`src/rtl/instr_sequencer.sv`:
```
// Instruction sequencer: loadable program store with PC, branch targets
// and halt/wrap at a programmed last address. Feeds the core's instr port.
module instr_sequencer #(
    parameter int INSTR_W = 6,
    parameter int ADDR_W  = 4,
    parameter int WRAP    = 0
) (
    input  logic               clk,
    input  logic               rst,
    input  logic               load_en,
    input  logic [ADDR_W-1:0]  load_addr,
    input  logic [INSTR_W-1:0] load_instr,
    input  logic [ADDR_W-1:0]  load_tgt,
    input  logic [ADDR_W-1:0]  last_addr,
    input  logic               run,
    input  logic               cjump,
    output logic [INSTR_W-1:0] instr,
    output logic [ADDR_W-1:0]  pc,
    output logic               running,
    output logic               halted
);

    localparam int DEPTH = 2 ** ADDR_W;

    typedef enum logic [1:0] {
        IDLE = 2'd0,
        RUN  = 2'd1,
        HALT = 2'd2
    } state_t;

    state_t state;

    logic [INSTR_W-1:0] word_mem [DEPTH];
    logic [ADDR_W-1:0]  tgt_mem  [DEPTH];

    logic               we;
    logic [ADDR_W-1:0]  jump_tgt;
    logic [ADDR_W-1:0]  next_addr;
    logic [INSTR_W-1:0] next_word;

    // Loads are only accepted while idle, so a running program is stable.
    assign we = load_en && (state == IDLE);

    // Pick the next fetch address and read it with write-first bypass.
    always_comb begin
        jump_tgt  = tgt_mem[pc];
        next_addr = pc + 1'b1;
        next_word = '0;
        if (we && (load_addr == pc)) begin
            jump_tgt = load_tgt;
        end
        if (state != RUN) begin
            next_addr = '0;
        end else if (cjump) begin
            next_addr = jump_tgt;
        end else if (pc == last_addr) begin
            next_addr = '0;
        end
        if (we && (load_addr == next_addr)) begin
            next_word = load_instr;
        end else begin
            next_word = word_mem[next_addr];
        end
    end

    // Program store write port; contents survive reset.
    always_ff @(posedge clk) begin
        if (we) begin
            word_mem[load_addr] <= load_instr;
            tgt_mem[load_addr]  <= load_tgt;
        end
    end

    // Sequencer FSM with registered instruction, PC and status flags.
    always_ff @(posedge clk) begin
        if (rst) begin
            state   <= IDLE;
            pc      <= '0;
            instr   <= '0;
            running <= 1'b0;
            halted  <= 1'b0;
        end else begin
            unique case (state)
                IDLE: begin
                    if (run) begin
                        state   <= RUN;
                        pc      <= '0;
                        instr   <= next_word;
                        running <= 1'b1;
                    end else begin
                        instr <= '0;
                    end
                end
                RUN: begin
                    if (!run) begin
                        state   <= IDLE;
                        instr   <= '0;
                        running <= 1'b0;
                    end else if (cjump) begin
                        pc    <= next_addr;
                        instr <= next_word;
                    end else if (pc == last_addr) begin
                        if (WRAP != 0) begin
                            pc    <= next_addr;
                            instr <= next_word;
                        end else begin
                            state   <= HALT;
                            instr   <= '0;
                            running <= 1'b0;
                            halted  <= 1'b1;
                        end
                    end else begin
                        pc    <= next_addr;
                        instr <= next_word;
                    end
                end
                HALT: begin
                    instr <= '0;
                    if (!run) begin
                        state  <= IDLE;
                        halted <= 1'b0;
                    end
                end
                default: begin
                    state   <= IDLE;
                    instr   <= '0;
                    running <= 1'b0;
                    halted  <= 1'b0;
                end
            endcase
        end
    end

endmodule

```
`config.mk`:
```
export PLATFORM = sky130hd
export DESIGN_NAME = instr_sequencer
export DESIGN_NICKNAME = d
export VERILOG_FILES = /design/src/rtl/instr_sequencer.sv
export SDC_FILE = /design/constraint.sdc
export NUM_CORES = 1
export LEC_CHECK = 0
export BUFFER_PORTS_ARGS = -buffer_cell sky130_fd_sc_hd__buf_2
export CAP_MARGIN = 15
export CORE_ASPECT_RATIO = 1.2
export CORE_UTILIZATION = 30
export CTS_BUF_LIST = sky130_fd_sc_hd__clkbuf_8 sky130_fd_sc_hd__clkbuf_16
export DETAILED_ROUTE_END_ITERATION = 12
export GPL_ROUTABILITY_DRIVEN = 0
export PLACE_DENSITY_LB_ADDON = 0.2
export REMOVE_ABC_BUFFERS = 1
export SYNTH_ARGS = -nofsm -noshare
export SYNTH_HDL_FRONTEND = slang
export SYNTH_SLANG_ARGS = --single-unit
```
`constraint.sdc`:
```
create_clock -name clk -period 5.5 [get_ports clk]
set_clock_uncertainty 0.05 [all_clocks]
set_input_delay 0.825 -clock clk [delete_from_list [all_inputs] [get_ports clk]]
set_output_delay 0.825 -clock clk [all_outputs]
set_load 0.03 [all_outputs]
```
== Word-level counts from Yosys, hierarchy flattened ==
Memory sizes are Yosys's and may differ from the RTL's. A register that Yosys moved wholly into a read port is not among the register bits.
Index checks and enable logic that the tools add are counted.

* Register bits: 14
* RAM bits: 160
* Input port bits: 23
* Output and inout port bits: 12
* Logic and storage cells: 68
* Memories kept: 2

* Add/sub/neg operators: 1
* Eq/ne operators: 14
* Mux-type cells: 35
* Bitwise gates (word level): 2
* Reduce and logical (&&, ||, !) cells: 9

{| class="wikitable"
|+ Memory list
! name !! depth !! width !! read ports !! clocked after Yosys merged registers in !! wr ports !! RTL line !! text
|-
| word_mem || 16 || 6 || 1 || 0 || 1 || 33 || <nowiki>logic [INSTR_W-1:0] word_mem [DEPTH];</nowiki>
|-
| tgt_mem || 16 || 4 || 1 || 1 || 1 || 34 || <nowiki>logic [ADDR_W-1:0] tgt_mem [DEPTH];</nowiki>
|}

{| class="wikitable"
|+ Operator list
! cell !! count
|-
| $mux 4 || 10
|-
| $mux 6 || 5
|-
| $eq 4x4->1 || 3
|-
| $pmux 6 s2 || 1
|-
| $reduce_and 4->1 || 3
|-
| $mux 1 || 10
|-
| $mux 2 || 5
|-
| $ne 2x2->1 const B || 5
|-
| $ne 3x3->1 const B || 3
|-
| $pmux 4 s2 || 1
|-
| $pmux 1 s3 || 2
|-
| $pmux 2 s3 || 1
|-
| $reduce_and 5->1 || 1
|-
| $add 4x1->4 const B || 1
|-
| $logic_and 1x1->1 || 3
|-
| $eq 2x1->1 const B || 1
|-
| $eq 2x2->1 const B || 1
|-
| $logic_not 2->1 || 1
|-
| $ne 2x1->1 const B || 1
|-
| $not 1->1 || 2
|-
| $reduce_bool 2->1 || 1
|}

== Longest topological paths before layout ==
* Depth after elaboration: 13
* Mapped depth: 12
* Mapped depth without buffers: 8

== Worst setup path before layout ==
No wires, ideal clock.

* Kind: input port to flip-flop
* Start point: in last_addr[0]
* End point: reg instr[4]
* Library setup time: 119 ps
* Data arrival time: 2881 ps
* Data required time: 5331 ps
* Slack: 2451 ps
* Cell stages on the path: 9
* Buffers on the path: 1
* Path through: xnor2_1 > a41oi_1 > and3_1 > or3_1 > buf_2 > mux2_2 > a221o_1 > a22o_1 > o221a_1

* Longest elaborated chain between the ends: 11
* Elaborated cells on any way between the ends: 13
* Classes of those cells: eq/ne (2); mux (9); reduce/logical (1); memory (1)

{| class="wikitable"
|+ RTL lines
! element !! RTL line !! text
|-
| start, declared || 14 || <nowiki>input logic [ADDR_W-1:0] last_addr,</nowiki>
|-
| $eq 4x4->1 (*) || 56, 102 ||
|-
| branches (longest 9 deep; another with $mem_v2 16x6) || n/a ||
|-
| $pmux 6 s2 (*) || 83 || <nowiki>unique case (state)</nowiki>
|-
| end signal, assigned || 88 || <nowiki>instr <= next_word;</nowiki>
|-
| end signal, assigned || 101 || <nowiki>instr <= next_word;</nowiki>
|-
| end signal, assigned || 105 || <nowiki>instr <= next_word;</nowiki>
|-
| end, declared || 17 || <nowiki>output logic [INSTR_W-1:0] instr,</nowiki>
|}

Mark *: on every way between the ends.
A chain may end at the register's enable or synchronous reset.

==> out/qor.csv <==
metric;value;unit
Synth top area share;66.9;%
largest family of logic cells by synthesized area;compound AO/OA/AOI/OAI gates;
clock sinks;178;
utilization after layout;35.8;%
drt pass-1 iters;5;
Finished Cell Area;8360;sq um
Syn Area/Cell;15.7;sq um
Cell Pwr Density;342;nW/um^2
slew margin rel.;21.5;%
worst hold start;running;
HP Class;register to register;
dpl hpwl;11800;microns
Die ar.;24600;sq um
fin nets;530;
via count;4166;
dpl cell area;7770;sq um
final cell count without fillers;834;
DRC violation count after routing;0;
GR Util All Layers;15.4;%
Syn Inst Count;459;
setup violators final;0;
synth unique cells;55;
post_cts resized;0;
GRT met1 Usage;18.5;%
final wirelength;17700;microns
adder-cell share of the synthesized area;0.174;%
Vias/cell;5.00;
post-synthesis mux area share;7.90;%
Clk Latency, worst-skew pair;0.44;ns
Pleak;2.74;nW
Main synth FF type;edfxtp_1;
initial antenna violation count;0;
IO buf count;34;
synth-to-layout area growth;16.3;%
commonest non-fill, non-tap cell in the layout;edfxtp_1;
CTS Buf Count;17;
row cnt;61;
vias in the first global route;4231;
outcome;complete, no violations;
first-pass GRT wire length;26600;microns
Worst Max-Slew Pin Slew;1.17;ns
hold bufs inserted after CTS;0;
Die Wd;143;microns
remaining global-route overflow;0;
Post-synth EDFFs;160;
Post-Synth Simple-Gate Area;7.52;%
Final Hold Vio Count;0;
post-synthesis compound-gate area fraction;9.44;%
Placed Instances;801;
global routing usage on met2;26.7;%
antenna violation net count after detailed routing;0;
CTS Buffer Depth;2;
Setup Buffers After CTS;0;
maxcap violations;0;
sequential cell area fraction in the yosys report;71.9;%
final-report max-slew violation count;0;
Antenna Cells;0;
FF/Latch Area;5160;sq um
Root Buffer;clkbuf_16;
RSZ-0062 raised after global routing;false;
Post-Synth XOR/XNOR Area;1.32;%
maximum VDD drop;0.000221;V
CP endpoint kind;register;
GR peak layer;met2;
H-tree levels;4;
cell taking the most area after synthesis;edfxtp_1;
Die Height;172;microns
share of layout cells above drive strength 1;21.6;%
post-synthesis async set-or-reset flop share;0;%
most frequent cells in the layout;edfxtp_1, buf_2, nand2_1;
mapped cell area;7190;sq um
CTS tree;done;
Worst Path Required;5.81;ns
post-DR wirelength/cell;21.3;microns
Core Box Area;23400;sq um
Initial Util;30.8;%
Setup Crit Path Kind;register to register;
grt met3 use;3.15;%
Final period util;66.7;%
Arr. time, crit path;3.98;ns
CP max FO;36;
fin crit period;3.67;ns
final setup TNS;0;ns
Max Fclk;273;MHz
Yosys warning total;0;
I/O pins;35;
initial detailed-routing violation count;370;
element type at the critical path start;register;
top post-synthesis cells by area;edfxtp_1, dfxtp_1, mux4_2;
largest net degree at the start of global routing;37;
clock-pin slew on the worst setup and hold paths;0.07;ns
area of the multi-input gates;1890;sq um
fillcell total;2266;
Yosys reg bits;178;
cells in the mapped netlist (all sizes together), types with 5 or more instances:
cell and n:
nor2 32, a21oi 9, a22o 8, o21ai 13, mux2i 17, and3 13
buf 14, mux2 13, nand3 7, o2bb2ai 9, o22a 6, xnor2 9
nor3 5, nor2b 6, mux4 11, a211o 6, edfxtp 160, a31oi 8
nand2 33, a221oi 10, clkbuf 10, dfxtp 18, nand2b 5
worst paths after layout:
check                                 to  slack [ns]  cells after the start
worst max-delay path            instr[1]        1.83                      9
worst min register to register   running        0.52                      3
worst min-delay path             running        0.52                      3
worst max register to register  instr[1]        1.83                      9
per-stage QoR:
stage	setup slack (ns)	hold WS, ns	power, mW
final	1.83	0.523	2.86
after CTS	1.81	0.533	2.88
after global placement	1.82	0.494	1.69
after floorplan	2.06	0.535	1.62
after detailed placement	1.76	0.524	1.70
after global routing	1.56	0.559	2.95
state kept, by name, indices dropped and copies added, names as in the netlist, named ones only:
signal    cells
word_mem     96
halted        1
instr         6
state         2
running       1
pc            4
tgt_mem      64
per-layer routing:
| metal | vias up | wire length (microns) |
|---|---|---|
| li1 | 1903 | - |
| met1 | 2110 | 7560 |
| met2 | 126 | 9010 |
| met3 | 27 | 677 |
| met4 | 0 | 490 |
| met5 | - | 0 |
power by group:
part | leakage, nW | total, mW | switching, mW | internal [mW]
clock network | 0.274 | 1.19 | 0.521 | 0.673
registers | 1.59 | 1.50 | 0.0146 | 1.49
logic | 0.877 | 0.160 | 0.104 | 0.0558
layout make-up:
type,count,area share (%)
Multi-Input combinational cell,255,22.7
Sequential cell,178,61.8
Tap cell,315,4.71
Timing Repair Buffer,52,3.79
Inverter,2,0.0898
Clock inverter,15,1.90
Clock buffer,17,5.09
kinds of logic (layout without fill, tap and decap cells):
logic type	count (synthesis)	count (layout)
AO/OA/AOI/OAI	90	90
AND/OR/NAND/NOR	113	113
buffers and inverters	26	86
adder cells (fa/ha/maj)	1	1
flip-flops	178	178
multiplexers	41	41
XOR/XNOR	10	10
critical path, stage by stage, from the launching register on:
cell      delay (ns)
dfxtp_1         1.04
mux2i_1         0.28
a22oi_1         0.12
and3_1          0.21
or3_1           0.37
buf_4           0.27
nor2_2          0.60
a221oi_1        0.24
o22a_1          0.26
a31oi_1         0.12
(Power assumes the default switching activity.)
